===== src/rtl/maze_pkg.sv =====
// Shared maze definitions: direction codes, replayer FSM states and grid geometry.
package maze_pkg;

  localparam int unsigned COORD_W = 4;
  localparam logic [COORD_W-1:0] GOAL_XY = '1;

  typedef enum logic [1:0] {
    DIR_UP    = 2'b00,
    DIR_RIGHT = 2'b01,
    DIR_LEFT  = 2'b10,
    DIR_DOWN  = 2'b11
  } dir_e;

  typedef enum logic [2:0] {
    IDLE    = 3'd0,
    FETCH   = 3'd1,
    MOVE    = 3'd2,
    PRESENT = 3'd3,
    PACE    = 3'd4,
    DONE    = 3'd5,
    ERR     = 3'd6
  } state_e;

endpackage


===== src/rtl/coord_stepper.sv =====
// Combinational single-move stepper: applies one direction to (x,y) and flags
// a move that would leave the grid.
module coord_stepper #(
  parameter int unsigned COORD_W = 4
) (
  input  logic [COORD_W-1:0] x_i,
  input  logic [COORD_W-1:0] y_i,
  input  logic [1:0]         dir_i,
  output logic [COORD_W-1:0] x_o,
  output logic [COORD_W-1:0] y_o,
  output logic               out_of_range_o
);
  import maze_pkg::*;

  localparam int unsigned EXT_W = COORD_W + 1;

  logic [EXT_W-1:0] x_ext;
  logic [EXT_W-1:0] y_ext;

  // One extra bit catches both carry past max and borrow below zero.
  always_comb begin
    x_ext = {1'b0, x_i};
    y_ext = {1'b0, y_i};
    case (dir_i)
      DIR_UP:    y_ext = {1'b0, y_i} - EXT_W'(1);
      DIR_RIGHT: x_ext = {1'b0, x_i} + EXT_W'(1);
      DIR_LEFT:  x_ext = {1'b0, x_i} - EXT_W'(1);
      DIR_DOWN:  y_ext = {1'b0, y_i} + EXT_W'(1);
      default:   ;
    endcase
    x_o            = x_ext[COORD_W-1:0];
    y_o            = y_ext[COORD_W-1:0];
    out_of_range_o = x_ext[COORD_W] | y_ext[COORD_W];
  end

endmodule


===== src/rtl/route_replayer.sv =====
// Replays a solved-path direction stream as a paced sequence of grid positions
// offered to a downstream consumer over valid/ready.
module route_replayer #(
  parameter int unsigned COORD_W     = 4,
  parameter int unsigned STEP_W      = 9,
  parameter int unsigned PACE_CYCLES = 4
) (
  input  logic               clk,
  input  logic               rst,
  input  logic               start,
  input  logic [1:0]         q_dir,
  input  logic               q_finish,
  output logic               q_dequeue,
  output logic [COORD_W-1:0] pos_x,
  output logic [COORD_W-1:0] pos_y,
  output logic               pos_valid,
  input  logic               pos_ready,
  output logic [STEP_W-1:0]  step_count,
  output logic               busy,
  output logic               done,
  output logic               goal,
  output logic               err
);
  import maze_pkg::*;

  localparam int unsigned PACE_W = (PACE_CYCLES > 1) ? $clog2(PACE_CYCLES) : 1;

  state_e              state_q;
  logic [1:0]          dir_q;
  logic [COORD_W-1:0]  x_q;
  logic [COORD_W-1:0]  y_q;
  logic [STEP_W-1:0]   step_q;
  logic [PACE_W-1:0]   pace_q;
  logic                pos_valid_q;
  logic                busy_q;
  logic                done_q;
  logic                goal_q;
  logic                err_q;

  logic [COORD_W-1:0]  x_d;
  logic [COORD_W-1:0]  y_d;
  logic                oor_c;

  coord_stepper #(.COORD_W(COORD_W)) u_stepper (
    .x_i            (x_q),
    .y_i            (y_q),
    .dir_i          (dir_q),
    .x_o            (x_d),
    .y_o            (y_d),
    .out_of_range_o (oor_c)
  );

  // The pop must coincide with the cycle the head is latched, so it follows FETCH directly.
  assign q_dequeue  = (state_q == FETCH) && !q_finish && !rst;
  assign pos_x      = x_q;
  assign pos_y      = y_q;
  assign pos_valid  = pos_valid_q;
  assign step_count = step_q;
  assign busy       = busy_q;
  assign done       = done_q;
  assign goal       = goal_q;
  assign err        = err_q;

  always_ff @(posedge clk) begin
    if (rst) begin
      state_q     <= IDLE;
      dir_q       <= 2'b00;
      x_q         <= '0;
      y_q         <= '0;
      step_q      <= '0;
      pace_q      <= '0;
      pos_valid_q <= 1'b0;
      busy_q      <= 1'b0;
      done_q      <= 1'b0;
      goal_q      <= 1'b0;
      err_q       <= 1'b0;
    end else begin
      case (state_q)
        IDLE, DONE, ERR: begin
          if (start) begin
            x_q     <= '0;
            y_q     <= '0;
            step_q  <= '0;
            done_q  <= 1'b0;
            goal_q  <= 1'b0;
            err_q   <= 1'b0;
            busy_q  <= 1'b1;
            state_q <= FETCH;
          end
        end
        FETCH: begin
          if (q_finish) begin
            busy_q  <= 1'b0;
            done_q  <= 1'b1;
            goal_q  <= (&x_q) && (&y_q);
            state_q <= DONE;
          end else begin
            dir_q   <= q_dir;
            state_q <= MOVE;
          end
        end
        MOVE: begin
          if (oor_c) begin
            busy_q  <= 1'b0;
            err_q   <= 1'b1;
            state_q <= ERR;
          end else begin
            x_q         <= x_d;
            y_q         <= y_d;
            if (step_q != '1) step_q <= step_q + STEP_W'(1);
            pos_valid_q <= 1'b1;
            state_q     <= PRESENT;
          end
        end
        PRESENT: begin
          if (pos_ready) begin
            pos_valid_q <= 1'b0;
            pace_q      <= PACE_W'(PACE_CYCLES - 1);
            state_q     <= PACE;
          end
        end
        PACE: begin
          if (pace_q == '0) state_q <= FETCH;
          else              pace_q  <= pace_q - PACE_W'(1);
        end
        default: begin
          busy_q  <= 1'b0;
          state_q <= IDLE;
        end
      endcase
    end
  end

endmodule


===== config.mk =====
export PLATFORM = sky130hd
export DESIGN_NAME = route_replayer
export DESIGN_NICKNAME = d
export VERILOG_FILES = /design/src/rtl/maze_pkg.sv /design/src/rtl/coord_stepper.sv /design/src/rtl/route_replayer.sv
export SDC_FILE = /design/constraint.sdc
export NUM_CORES = 1
export LEC_CHECK = 0
export BUFFER_PORTS_ARGS = -buffer_cell sky130_fd_sc_hd__buf_2
export CORE_MARGIN = 2
export CORE_UTILIZATION = 40
export CTS_CLUSTER_SIZE = 8
export DETAILED_ROUTE_END_ITERATION = 8
export PLACE_DENSITY = 0.69
export SYNTH_ARGS = -nofsm -noshare
export SYNTH_HDL_FRONTEND = slang
export SYNTH_SLANG_ARGS = --single-unit

===== constraint.sdc =====
create_clock -name clk -period 7 [get_ports clk]
set_input_delay 1.4 -clock clk [delete_from_list [all_inputs] [get_ports clk]]
set_output_delay 1.4 -clock clk [all_outputs]
set_load 0.01 [all_outputs]

=== After elaboration in Yosys (flattened, before gate mapping) ===
Index checks and enable logic that the tools add are counted.

* Flip-flop bits (word level): 29
* Input bits: 7
* Output and inout port bits: 23
* Word-level logic and storage cells: 100

* Add/sub/neg operators: 6
* Equality and inequality tests: 20
* Muxes and demuxes: 34
* Bitwise operators: 3
* Reduce and logical (&&, ||, !) cells: 26

{| class="wikitable"
|+ Operator list
! kind !! count
|-
| $mux 9 || 3
|-
| $reduce_and 4->1 || 6
|-
| $pmux 5 s2 || 2
|-
| $pmux 9 s2 || 1
|-
| $ne 2x2->1 const B || 8
|-
| $pmux 4 s2 || 2
|-
| $mux 3 || 5
|-
| $pmux 3 s5 || 1
|-
| $reduce_and 3->1 || 5
|-
| $mux 4 || 3
|-
| $add 4x1->5 const B || 2
|-
| $sub 4x1->5 const B || 2
|-
| $add 9x1->9 const B || 1
|-
| $eq 3x3->1 const B || 3
|-
| $mux 1 || 9
|-
| $ne 9x9->1 const B || 1
|-
| $pmux 1 s2 || 4
|-
| $reduce_bool 2->1 || 4
|-
| $eq 3x2->1 const B || 2
|-
| $ne 3x1->1 const B || 2
|-
| $eq 2x2->1 const B || 2
|-
| $logic_not 2->1 || 2
|-
| $mux 2 || 2
|-
| $pmux 1 s4 || 1
|-
| other kinds (12) || 16
|}

=== Longest topological paths before layout ===
* Depth after elaboration: 5
* Depth in mapped cells: 11
* Depth with buffers taken out: 10

=== By module ===
From an unflattened synthesis, not the netlist that was laid out.

* Cells, all modules: 236
* Area total of the unflattened synthesis: 1,924.3 um2

{| class="wikitable"
|+ By module, submodules not included
! module !! times used !! cells an instance !! area each (um2)
|-
| route_replayer || 1 || 187 || 1,526.5
|-
| coord_stepper || 1 || 49 || 397.9
|}

=== Worst setup path after synthesis ===
Ideal clock, no wire load.

* Path type: input -> output
* Start point: input port rst
* End point: output port q_dequeue
* Arrival: 2.046 ns
* Required time: 5.600 ns
* Path slack: 3.554 ns
* Cell stages on the path: 3
* Buffers on the path: 2
* Path through: clkbuf_1 -> clkbuf_1 -> nor2_1

* Cells in the longest elaborated chain, start to end: 2

{| class="wikitable"
|+ Ends and longest elaborated chain
! element !! line !! source
|-
| start, declared || route_replayer.sv:9 || <nowiki>input logic rst,</nowiki>
|-
| $logic_not 1->1 || route_replayer.sv:54 || <nowiki>assign q_dequeue = (state_q == FETCH) && !q_finish && !rst;</nowiki>
|-
| $logic_and 1x1->1 || route_replayer.sv:54 ||
|-
| end, declared || route_replayer.sv:13 || <nowiki>output logic q_dequeue,</nowiki>
|}

No other way between the ends.

=== Final worst setup path ===
* Start point: input port q_finish
* End point: output port q_dequeue

* Cells in the longest elaborated chain, start to end: 3

{| class="wikitable"
|+ Ends and longest elaborated chain
! element !! line !! source
|-
| start, declared || route_replayer.sv:12 || <nowiki>input logic q_finish,</nowiki>
|-
| $logic_not 1->1 || route_replayer.sv:54 ||
|-
| $logic_and 1x1->1 (2 in series) || route_replayer.sv:54 ||
|}

No other way between the ends.

==> flow_metrics.env <==
export IMPL_outcome="finished, final reports clean"
export IMPL_vias=1864
export IMPL_core_area_um2=4790
export IMPL_hold_path_cell_count=2
export IMPL_viasPerCell=5.39
export IMPL_ant_nets=0
export IMPL_drt_iter0_drc=101
export IMPL_clock_skew_ns=0.00385
export IMPL_wl_per_cell_um=13.2
export IMPL_hpwlAfterDp_mm=3.32
export IMPL_period_share_pct=51.0
export IMPL_setup_viol=0
export IMPL_p_leak_nw=0.935
export IMPL_use_met1_pct=22.5
export IMPL_cts_clk_slew_worst_paths_ns=0.06
export IMPL_crit_arrival_ns=2.17
export IMPL_post_synth_top_count_cell="nand2_1"
export IMPL_dieHeight_um=74.7
export IMPL_drv_cap=0
export IMPL_critPathLaunchType="input pin"
export IMPL_total_power_mw=0.508
export IMPL_fin_area_um2=2260
export IMPL_cts_num_sinks=29
export IMPL_netlist_top_cells_count="nand2_1, dfxtp_1, a21oi_1"
export IMPL_syn_num_nets=276
export IMPL_grt_usage_pct=17.1
export IMPL_placed_area_um2=2160
export IMPL_insertion_delay_ns=0.29
export IMPL_ir_worst_vdd_uv=112
export IMPL_htreeDepth=2
export IMPL_num_io_pins=30
export IMPL_port_buffers=29
export IMPL_grt_pass1_wl_mm=7.38
export IMPL_hold_path_class="reg -> reg"
export IMPL_num_nets_final=299
export IMPL_drive_gt1_share_pct=19.7
export IMPL_cts_inserted_buffers=5
export IMPL_critPathKind="in -> out"
export IMPL_ys_flop_type="dfxtp_1"
export IMPL_post_cts_buffers=0
export IMPL_grt_use_met2_pct=26.9
export IMPL_drt_wl_total_mm=4.57
export IMPL_ys_ff_latch=29
export IMPL_setup_tns_ns=0
export IMPL_cts_tree="built"
export IMPL_yosysTopAreaCell="dfxtp_1"
export IMPL_worst_pin_slew_ns=0.668
export IMPL_drcViolationCount=0
export IMPL_ctsHoldBuffers=0
export IMPL_ctsResizeCount=0
export IMPL_postSynth_asyncResetShare_pct=0
export IMPL_use_met3_pct=4.42
export IMPL_ys_types=56
export IMPL_syn_to_final_growth_pct=13.0
export IMPL_slew_headroom_pct=55.4
export IMPL_start_util_pct=41.8
export IMPL_diodes=0
export IMPL_utilization_pct=47.2
export IMPL_fp_dieW_um=74.7
export IMPL_die_area_um2=5580
export IMPL_final_seq_area_um2=581
export IMPL_netlist_instances=255
export IMPL_slew_viol_final=0
export IMPL_yosysWarnings=0
export IMPL_ctsRootBufferMaster="clkbuf_8"
export IMPL_r2r_cells=9
export IMPL_busiest_layer="met2"
export IMPL_fmax_mhz=280
export IMPL_multi_input_area_um2=1290
export IMPL_grt_max_degree=30
export IMPL_synth_top_area_share_pct=29.1
export IMPL_grt_ovfl_total=0
export IMPL_finalHoldViolations=0
export IMPL_rsz0062_at_grt="false"
export IMPL_synth_area_top_cells="dfxtp_1, ha_1, nand2_1, a21oi_1, o21ai_0"
export IMPL_num_rows=25
export IMPL_endpoint_kind="output pin"
export IMPL_grt_pass1_vias=1613
export IMPL_pwr_density_cell_nw_per_um2=225
export IMPL_seq_area_frac_synth_pct=29.1
export IMPL_synthesis_area_um2=2000
export IMPL_cp_required_ns=5.60
export IMPL_globalplace_congestion=0.875
export IMPL_synth_edf_count=0
export IMPL_n_fill_cell=479
export IMPL_critPathMaxFanout=4
export IMPL_antenna_found_initial=0
export IMPL_synth_avg_cell_area_um2=7.84
export IMPL_dr_pass1_iters=4
export IMPL_fin_crit_ns=3.57
export IMPL_cts_max_path_buffers=2
## power by group
part | switching, mW | total [mW] | internal (mW)
sequential | 0.0271 | 0.204 | 0.177
combinational | 0.0909 | 0.147 | 0.0563
clock | 0.0675 | 0.156 | 0.0888
total | 0.186 | 0.508 | 0.322
## metal layers
| metal | vias to the layer above | routed length, µm |
|---|---|---|
| met4 | 0 | 85 |
| met5 | - | 0 |
| met2 | 37 | 2100 |
| li1 | 957 | - |
| met1 | 863 | 2170 |
| met3 | 7 | 216 |
## worst paths after layout
path | start | endpoint | slack, ns
worst max-delay path | q_finish | q_dequeue | 3.43
worst min-delay path | done$_SDFFE_PP0P_ | done$_SDFFE_PP0P_ | 0.49
worst max register to register | dir_q[1]$_SDFFE_PP0P_ | step_count[8]$_SDFFE_PP0P_ | 4.46
worst min register to register | done$_SDFFE_PP0P_ | done$_SDFFE_PP0P_ | 0.49
## cell families (layout without fill, tap and decap cells)
| logic type | after synthesis | count (layout) | synth area share [%] |
|---|---|---|---|
| adders and majority gates | 15 | 15 | 9.71 |
| xor gates and xnor gates | 5 | 5 | 2.19 |
| and+or+nand+nor | 104 | 104 | 27.1 |
| muxes | 5 | 5 | 2.50 |
| buffers and inverters | 27 | 51 | 6.14 |
| AOI/OAI and AO/OA | 70 | 70 | 23.4 |
| DFF | 29 | 29 | 29.1 |
## registers in the layout, summed over array words and instances, names as in the netlist
register    flops
busy            1
goal            1
err             1
pos_valid       1
state_q         3
pos_x           4
step_count      9
dir_q           2
pos_y           4
pace_q          2
done            1
## critical path: stages
cell and delay, ns:
buf_2 0.12, or3_1 0.41, nor2_1 0.11, buf_2 0.14
## through the flow
stage	setup WS (ns)	cells	hold slack, ns
floorplan	3.55	255	0.448
finish	3.43	346	0.488
detailed placement	3.43	338	0.474
global route	3.34	346	0.500
CTS	3.43	346	0.487
global placement	3.45	338	0.463
## area by class of cell
type | instances | area share, %
Clock inverter | 1 | 0.222
Inverter | 14 | 2.33
Tap cell | 67 | 3.71
Timing Repair Buffer | 29 | 6.43
Clock buffer | 7 | 4.27
Multi-Input combinational cell | 199 | 57.3
Sequential cell | 29 | 25.7
## layout by cell type, fill, tap and decap left out, types with 3 or more instances in the layout
cell / count
a21oi_1: 20
inv_1: 13
xor2_1: 3
and2_1: 4
nor2_1: 16
or3_1: 4
dfxtp_1: 29
o311ai_0: 3
o21ai_0: 14
and3_1: 4
or2_2: 5
nand4_1: 5
nand3_1: 10
mux2i_1: 5
o211ai_1: 6
ha_1: 13
a31oi_1: 4
nor3_1: 4
buf_2: 29
nand2_1: 34
clkbuf_8: 7
Note: power is estimated with default switching activity, not from simulation.
